`config.mk`:
```
export PLATFORM = sky130hd
export DESIGN_NAME = punc_mem_arbiter
export DESIGN_NICKNAME = d
export VERILOG_FILES = /design/src/rtl/punc_mem_pkg.sv /design/src/rtl/punc_mem_prio_pick.sv /design/src/rtl/punc_mem_arbiter.sv
export SDC_FILE = /design/constraint.sdc
export NUM_CORES = 1
export LEC_CHECK = 0
export BUFFER_PORTS_ARGS = -buffer_cell sky130_fd_sc_hd__buf_2
export CORE_MARGIN = 4
export CORE_UTILIZATION = 30
export DETAILED_ROUTE_END_ITERATION = 6
export PLACE_DENSITY = 0.63
export SYNTH_ARGS = -nofsm -noshare
export SYNTH_HDL_FRONTEND = slang
export SYNTH_HIERARCHICAL = 1
export SYNTH_SLANG_ARGS = --single-unit
```
`constraint.sdc`:
```
create_clock -name clk -period 3.45 [get_ports clk]
set_input_delay 0.345 -clock clk [delete_from_list [all_inputs] [get_ports clk]]
set_output_delay 0.345 -clock clk [all_outputs]
set_load 0.02 [all_outputs]
```
`src/rtl/punc_mem_pkg.sv`:
```
// Shared definitions for the PUnC memory arbiter: FSM state encoding,
// requester ids and the default memory read latency.
package punc_mem_pkg;

  typedef enum logic [1:0] {
    IDLE  = 2'd0,
    ISSUE = 2'd1,
    RWAIT = 2'd2,
    RESP  = 2'd3
  } state_t;

  localparam logic [1:0] REQ_FETCH = 2'd0;
  localparam logic [1:0] REQ_DATA  = 2'd1;
  localparam logic [1:0] REQ_DBG   = 2'd2;

  localparam int DEFAULT_RD_LAT = 1;

endpackage

```
`src/rtl/punc_mem_prio_pick.sv`:
```
// Combinational winner selection: debug > data > fetch, except that fetch is
// forced through once it has lost STARVE_LIM consecutive arbitrations.
module punc_mem_prio_pick
  import punc_mem_pkg::*;
#(
  parameter int STARVE_LIM = 3,
  parameter int CNT_W      = 2
) (
  input  logic             f_req,
  input  logic             d_req,
  input  logic             g_req,
  input  logic [CNT_W-1:0] starve_cnt,
  output logic [1:0]       winner,
  output logic             any_req
);

  always_comb begin
    winner  = REQ_FETCH;
    any_req = f_req | d_req | g_req;
    if (f_req && (starve_cnt == CNT_W'(STARVE_LIM))) begin
      winner = REQ_FETCH;
    end else if (g_req) begin
      winner = REQ_DBG;
    end else if (d_req) begin
      winner = REQ_DATA;
    end else begin
      winner = REQ_FETCH;
    end
  end

endmodule

```
`src/rtl/punc_mem_arbiter.sv`:
```
// Serialises fetch, data and debug accesses onto the single-port PUnC memory,
// sequences the read latency and routes read data back to the winner.
module punc_mem_arbiter
  import punc_mem_pkg::*;
#(
  parameter int ADDR_W     = 16,
  parameter int DATA_W     = 16,
  parameter int RD_LAT     = DEFAULT_RD_LAT,
  parameter int STARVE_LIM = 3
) (
  input  logic              clk,
  input  logic              rst,
  input  logic              f_req,
  input  logic              d_req,
  input  logic              g_req,
  input  logic              f_we,
  input  logic              d_we,
  input  logic              g_we,
  input  logic [ADDR_W-1:0] f_addr,
  input  logic [ADDR_W-1:0] d_addr,
  input  logic [ADDR_W-1:0] g_addr,
  input  logic [DATA_W-1:0] d_wdata,
  input  logic [DATA_W-1:0] g_wdata,
  output logic              f_gnt,
  output logic              d_gnt,
  output logic              g_gnt,
  output logic              f_rvalid,
  output logic              d_rvalid,
  output logic              g_rvalid,
  output logic [DATA_W-1:0] rdata,
  output logic              mem_en,
  output logic              mem_we,
  output logic [ADDR_W-1:0] mem_addr,
  output logic [DATA_W-1:0] mem_wdata,
  input  logic [DATA_W-1:0] mem_rdata,
  output logic              busy
);

  localparam int CNT_W = (STARVE_LIM < 1) ? 1 : $clog2(STARVE_LIM + 1);
  localparam int LAT_W = 3;

  state_t            state, next_state;
  logic [1:0]        win_id;
  logic              win_we;
  logic [ADDR_W-1:0] win_addr;
  logic [DATA_W-1:0] win_wdata;
  logic [LAT_W-1:0]  lat_cnt;
  logic [CNT_W-1:0]  starve_cnt;
  logic [DATA_W-1:0] rdata_q;
  logic [1:0]        pick;
  logic              any_req;
  logic              unused_f_we;

  // Fetch can never write, so its write strobe is deliberately ignored.
  assign unused_f_we = f_we;

  punc_mem_prio_pick #(
    .STARVE_LIM (STARVE_LIM),
    .CNT_W      (CNT_W)
  ) u_pick (
    .f_req      (f_req),
    .d_req      (d_req),
    .g_req      (g_req),
    .starve_cnt (starve_cnt),
    .winner     (pick),
    .any_req    (any_req)
  );

  always_ff @(posedge clk) begin
    if (!rst) begin
      state      <= IDLE;
      win_id     <= REQ_FETCH;
      win_we     <= 1'b0;
      win_addr   <= '0;
      win_wdata  <= '0;
      lat_cnt    <= '0;
      starve_cnt <= '0;
      rdata_q    <= '0;
    end else begin
      state <= next_state;
      if (state == IDLE && any_req) begin
        win_id <= pick;
        unique case (pick)
          REQ_DBG: begin
            win_we    <= g_we;
            win_addr  <= g_addr;
            win_wdata <= g_wdata;
          end
          REQ_DATA: begin
            win_we    <= d_we;
            win_addr  <= d_addr;
            win_wdata <= d_wdata;
          end
          default: begin
            win_we    <= 1'b0;
            win_addr  <= f_addr;
            win_wdata <= '0;
          end
        endcase
        if (pick == REQ_FETCH) begin
          starve_cnt <= '0;
        end else if (f_req && (starve_cnt < CNT_W'(STARVE_LIM))) begin
          starve_cnt <= starve_cnt + 1'b1;
        end
      end
      if (state == ISSUE) begin
        lat_cnt <= LAT_W'(RD_LAT - 1);
      end else if (state == RWAIT && lat_cnt != '0) begin
        lat_cnt <= lat_cnt - 1'b1;
      end
      if (state == RWAIT && lat_cnt == '0) begin
        rdata_q <= mem_rdata;
      end
    end
  end

  always_comb begin
    next_state = state;
    mem_en     = 1'b0;
    mem_we     = 1'b0;
    mem_addr   = '0;
    mem_wdata  = '0;
    f_gnt      = 1'b0;
    d_gnt      = 1'b0;
    g_gnt      = 1'b0;
    f_rvalid   = 1'b0;
    d_rvalid   = 1'b0;
    g_rvalid   = 1'b0;
    case (state)
      IDLE: begin
        if (any_req) next_state = ISSUE;
      end
      ISSUE: begin
        mem_en     = 1'b1;
        mem_we     = win_we;
        mem_addr   = win_addr;
        mem_wdata  = win_wdata;
        f_gnt      = (win_id == REQ_FETCH);
        d_gnt      = (win_id == REQ_DATA);
        g_gnt      = (win_id == REQ_DBG);
        next_state = win_we ? IDLE : RWAIT;
      end
      RWAIT: begin
        if (lat_cnt == '0) next_state = RESP;
      end
      RESP: begin
        f_rvalid   = (win_id == REQ_FETCH);
        d_rvalid   = (win_id == REQ_DATA);
        g_rvalid   = (win_id == REQ_DBG);
        next_state = IDLE;
      end
      default: next_state = IDLE;
    endcase
  end

  assign rdata = rdata_q;
  assign busy  = (state != IDLE);

endmodule

```
## Word level (Yosys, flattened, before mapping)

Cells that the tools add are included.

| storage, ports and cells | value |
|---|---|
| logic and storage cells | 61 |
| flip-flop bits (word level) | 58 |
| output and inout bits | 57 |

| operators by class | value |
|---|---|
| equal/unequal tests | 10 |
| magnitude comparators | 1 |
| mux-type cells | 22 |
| reductions and logical operators | 15 |
| bitwise operators | 3 |
| add/subtract/negate cells | 2 |

Operators by type and width:

| operator | count |
|---|---|
| $pmux W16 S2 | 2 |
| $mux W16 | 2 |
| $mux W2 | 7 |
| $eq A2 B2 Y1 const B | 5 |
| $mux W1 | 9 |
| $pmux W2 S4 | 1 |
| $eq A2 B1 Y1 const B | 3 |
| $logic_not A2 Y1 | 3 |
| $logic_and A1 B1 Y1 | 5 |
| $reduce_and A2 Y1 | 2 |
| $reduce_bool A2 Y1 | 2 |
| $logic_not A3 Y1 | 1 |
| $reduce_bool A3 Y1 | 1 |
| $sub A3 B1 Y3 const B | 1 |
| $add A2 B1 Y2 const B | 1 |
| $lt A2 B2 Y1 const B | 1 |
| $ne A2 B1 Y1 const B | 1 |
| $ne A2 B2 Y1 const B | 1 |
| $or A1 B1 Y1 | 2 |
| $pmux W1 S2 | 1 |
| $reduce_or A2 Y1 | 1 |
| $not A1 Y1 | 1 |

## Longest topological paths before layout

| depth | value |
|---|---|
| depth in word-level cells | 6 |
| depth in mapped cells | 9 |
| depth with buffers taken out | 7 |

## Hierarchy

The synthesis kept the hierarchy.

Modules (own cells, without submodules):

| module | area an instance (µm²) | instances | cells each |
|---|---|---|---|
| punc_mem_arbiter | 2830.2 | 1 | 334 |
| punc_mem_prio_pick | 26.3 | 1 | 4 |

## Worst setup path before layout

No wires, ideal clock.

| timing | value |
|---|---|
| kind | in2reg |
| start point | in f_req |
| end point | reg win_addr[0] |
| stages on the path | 9 |
| setup slack | 1656 ps |
| setup time | 127 ps |
| arrival | 1667 ps |
| cell sequence | nand3_1 and3b_1 inv_1 ha_1 buf_2 inv_1 clkbuf_1 a221oi_1 o22ai_1 |

| between the ends | value |
|---|---|
| longest elaborated chain between the ends | 4 |
| elaborated cells between the ends (all ways) | 8 |
| those cells by class | eq/ne (2); mux (2); bitwise (2); reduce/logical (2) |

RTL lines:

| what | line | text |
|---|---|---|
| start, declared | punc_mem_arbiter.sv:13 | `input logic f_req,` |
| $logic_and A1 B1 Y1 * | punc_mem_prio_pick.sv:20 | `if (f_req && (starve_cnt == CNT_W'(STARVE_LIM))) begin` |
| $mux W2 * | punc_mem_prio_pick.sv:20 |  |
| named net pick[0] | punc_mem_arbiter.sv:50 | `logic [1:0] pick;` |
| $eq A2 B1 Y1 / $eq A2 B2 Y1 (equally long branches) | punc_mem_arbiter.sv:83 | `unique case (pick)` |
| $pmux W16 S2 * | punc_mem_arbiter.sv:83 |  |
| end signal, assigned | punc_mem_arbiter.sv:86 | `win_addr <= g_addr;` |
| end signal, assigned | punc_mem_arbiter.sv:91 | `win_addr <= d_addr;` |
| end signal, assigned | punc_mem_arbiter.sv:96 | `win_addr <= f_addr;` |
| end, declared | punc_mem_arbiter.sv:45 | `logic [ADDR_W-1:0] win_addr;` |

The timed path passes the listed nets; every way through them passes the cells marked *.
A chain may end at the register's enable or synchronous reset.

## Worst setup path in the final report

| timing | value |
|---|---|
| start point | reg state[0] |
| end point | out mem_addr[8] |

| between the ends | value |
|---|---|
| longest elaborated chain between the ends | 2 |

RTL lines:

| what | line | text |
|---|---|---|
| start, declared | punc_mem_arbiter.sv:42 | `state_t state, next_state;` |
| start signal, assigned | punc_mem_arbiter.sv:80 | `state <= next_state;` |
| $eq A2 B1 Y1 | punc_mem_arbiter.sv:129 | `case (state)` |
| $mux W16 | punc_mem_arbiter.sv:129 |  |
| end, declared | punc_mem_arbiter.sv:33 | `output logic [ADDR_W-1:0] mem_addr,` |

Every way passes these cells.

==> results.txt <==
- The flow ran to the end, and the final reports show no timing, DRC or antenna violations.
- After routing, the total negative slack on setup checks comes to 0 ns.
- The H-tree was split into 3 levels.
* Nature of the critical path startpoint: flip-flop
* Clock latency at the later pin of the worst-skew pair: 0.34 ns
- Pin count of the biggest net entering global routing: 42
* Number of buffer cells added on primary ports: 159
- Number of antenna violations at the first check in global routing: 0
- Summing all placed instances gives a cell area of 3690 µm².
- The final critical path takes up 75.3% of the cycle.
- The worst-case IR drop observed on VDD is 0.000209 V.
- Post-CTS Hold Fix Bufs: 0
- Min Tclk post-route: 2.60 ns
* Most crowded layer after global routing: met2
* Crit Path Max Fanout: 34
- Met3 Usage GRT: 5.57%
- Mean routed wirelength per cell: 14.3 µm
- Y dimension of the die: 106 µm
- Total clock sinks: 58
* Data arrival time of the critical path: 2.25 ns
* Most numerous cell in the Yosys netlist: sky130_fd_sc_hd__dfxtp_1
- Global routing used 19.5% of the available met1 tracks.
* Global-route wire length before repair: 14300 µm
* Top-area cell type share of the netlist area: 40.6%
- The root buffer cell chosen for the clock tree is sky130_fd_sc_hd__clkbuf_8.
* Portion of the post-synthesis area used by sequential elements: 40.6%
* Total via count in the routed design: 2962
- Synth Flop Type: sky130_fd_sc_hd__dfxtp_1
- Cells resized by post-CTS repair: 0
- 161 I/O pins were placed.
* Die Span X: 106 µm
* Cell variety after synth: 35
- In this run the power density over the cells is 490 nW/µm².
- Total clock buffers created by CTS: 9
- At the end of routability-driven placement, the weighted congestion stood at 0.740.
* Avg Synthesized Cell Area: 8.45 µm²
- The via count of the first global-routing pass is 2911.
- Worst slew pin tran: 0.963 ns
* GRT Resource Usage Total: 15.9%
* Leftover overflow at the end of global routing: 0
- The final hold violation count is 0.
- For this run, the top clock speed supported by timing is 385 MHz.
* Post-Synthesis Net Count: 448
* CP endpoint kind: primary output
- Remaining design rule violation count: 0
- Post-synth design cell area: 2860 µm²
* Number of pins exceeding their max-slew limit in the final report: 0
- Measured on the finished design, the core utilization comes to 42.4%.
* Worst Path Class, Setup: flip-flop to primary output
- Global routing consumed, on the met2 layer, 26.4% of the routing resources.
* Total wire length after detailed routing: 8760 µm
- Crit path max-delay cell type: sky130_fd_sc_hd__dfxtp_1
- Top area cells in the synthesized netlist: sky130_fd_sc_hd__dfxtp_1 (41%), sky130_fd_sc_hd__and2_1 (7.7%), sky130_fd_sc_hd__nand2_1 (7.4%), sky130_fd_sc_hd__o2bb2ai_1 (5.2%), sky130_fd_sc_hd__a221oi_1 (4.9%)
- For this configuration, the core starts out at a cell density of 30.9%.
- In the synthesized netlist, the number of instances is 338.
- Core Rows: 35
- Across the routed clock network, the largest skew measured is 0.0171 ns.
- The commonest cells after synthesis are sky130_fd_sc_hd__dfxtp_1 (58), sky130_fd_sc_hd__nand2_1 (56), sky130_fd_sc_hd__and2_1 (35), sky130_fd_sc_hd__clkbuf_1 (20), sky130_fd_sc_hd__o22ai_1 (18).
- Worst hold path class: input pin to flip-flop
- In the final layout, the share of cells above drive strength 1 is 37.6%.
- The core region is 9240 µm².
* Area of all placed cells without fillers: 3920 µm²
- Antenna viol nets, final: 0
* Final Power: 1.92 mW
- Number of post-CTS setup repair buffers: 0
- Number of antenna diodes: 0
- Setup repair after global routing left no endpoint under its margin.
- Register clock-pin slew on the reported worst setup and hold paths: 0.08 ns
- Slowest stage delay, CP: 0.65 ns
* Syn-to-layout area delta: 37.3%
* Number of DRC markers in iteration 0: 190
- Max-Cap Viols: 0
* Drt first pass iters: 4
- Counting flops and latches in the post-synthesis netlist gives 58.
- Post-layout nets: 589
- During synthesis, Yosys emitted a total of 6 warnings.
* Longest Clk Path Bufs: 2
* Ys async rst share: 0%
- Slew headroom: 35.8%
- The wire-length estimate of the detail-placed layout is 6470 µm.
- Cell type contributing the most total cell area after synthesis: sky130_fd_sc_hd__dfxtp_1
* Data required time at the worst endpoint: 3.11 ns
- The die covers 11100 µm².
- In this run, synthesis inferred 0 flip-flops with an integrated enable.
* Static Leak: 1.77 nW
* TritonCTS clock tree: built
* List of cells traversed by the critical path: nand2b_1, inv_1, and2_1, buf_2
* Vias/cell: 4.83
- Setup violators final: 0
metrics by stage:
step / hold slack [ns] / worst slack (ns) / cells
6_report: 0.231 / 0.854 / 613
5_1_grt: 0.204 / 0.537 / 613
4_1_cts: 0.215 / 0.740 / 613
3_5_place_dp: 0.443 / 0.801 / 597
3_3_place_gp: 0.437 / 0.857 / 597
2_1_floorplan: 0.424 / 1.66 / 338
path summary, 6_finish.rpt:
check,slack [ns],endpoint,startpoint,cells past startpoint
worst max-delay path,0.85,mem_addr[8],state[0],4
worst min register to register,0.45,rdata[4],rdata[4],2
worst min-delay path,0.23,rdata[7],mem_rdata[7],3
worst max register to register,0.94,win_addr[5],starve_cnt[0],7
sequential cells by signal, indices dropped and copies added (netlist names), named ones only:
register    flops
lat_cnt         3
rdata          16
starve_cnt      2
state           1
win_addr       16
win_id          2
win_wdata      16
win_we          1
power breakdown:
part           total (mW)  switching (mW)  internal (mW)
Clock               0.708           0.281          0.427
Combinational       0.438           0.265          0.173
Sequential          0.775          0.0427          0.732
Total                1.92           0.589           1.33
routing by layer:
layer	vias up	routed length, µm
met2	107	4220
met5	-	0
met3	7	639
met1	1349	3810
met4	0	90
li1	1499	-
cells in the final DEF (no fill, tap or decap), types with 2 or more instances in the layout:
master                        n
sky130_fd_sc_hd__buf_2      159
sky130_fd_sc_hd__dfxtp_1     58
sky130_fd_sc_hd__nand2_1     56
sky130_fd_sc_hd__and2_1      35
sky130_fd_sc_hd__o22ai_1     18
sky130_fd_sc_hd__a22oi_1     17
sky130_fd_sc_hd__o2bb2ai_1   17
sky130_fd_sc_hd__a21oi_1     17
sky130_fd_sc_hd__o211ai_1    16
sky130_fd_sc_hd__a221oi_1    16
sky130_fd_sc_hd__nor2_1      11
sky130_fd_sc_hd__clkbuf_8    10
sky130_fd_sc_hd__inv_1        7
sky130_fd_sc_hd__ha_1         6
sky130_fd_sc_hd__nand2b_1     5
sky130_fd_sc_hd__buf_4        4
sky130_fd_sc_hd__nand3_1      3
sky130_fd_sc_hd__mux2i_1      3
sky130_fd_sc_hd__or2_2        2
sky130_fd_sc_hd__nor3_1       2
sky130_fd_sc_hd__nand3b_1     2
sky130_fd_sc_hd__nor2b_1      2
sky130_fd_sc_hd__a32o_1       2
sky130_fd_sc_hd__clkinv_4     2
sky130_fd_sc_hd__bufinv_16    2
logic make-up (layout without fill, tap and decap cells):
family,Yosys count,in the layout,share of synthesized area (%)
compound gates,107,107,27.3
buf+inv,40,186,6.39
simple gates,124,124,21.9
fa+ha+maj,6,6,2.63
mux,3,3,1.05
flops,58,58,40.6
critical path: cells and delay by family (launching register included):
kind / cells / cell delay (ns)
buf+inv: 2 / 0.81
flops: 1 / 0.65
simple gates: 2 / 0.44
layout make-up:
cell class              count  area [µm²]
clock buffers              10         138
clock inverters             6        90.1
fillers                   953        5320
inverters                   7        26.3
multi-input cells         240        1520
flip-flops and latches     58        1160
well taps                 129         161
repair buffers            163         826
(Power assumes the default switching activity.)
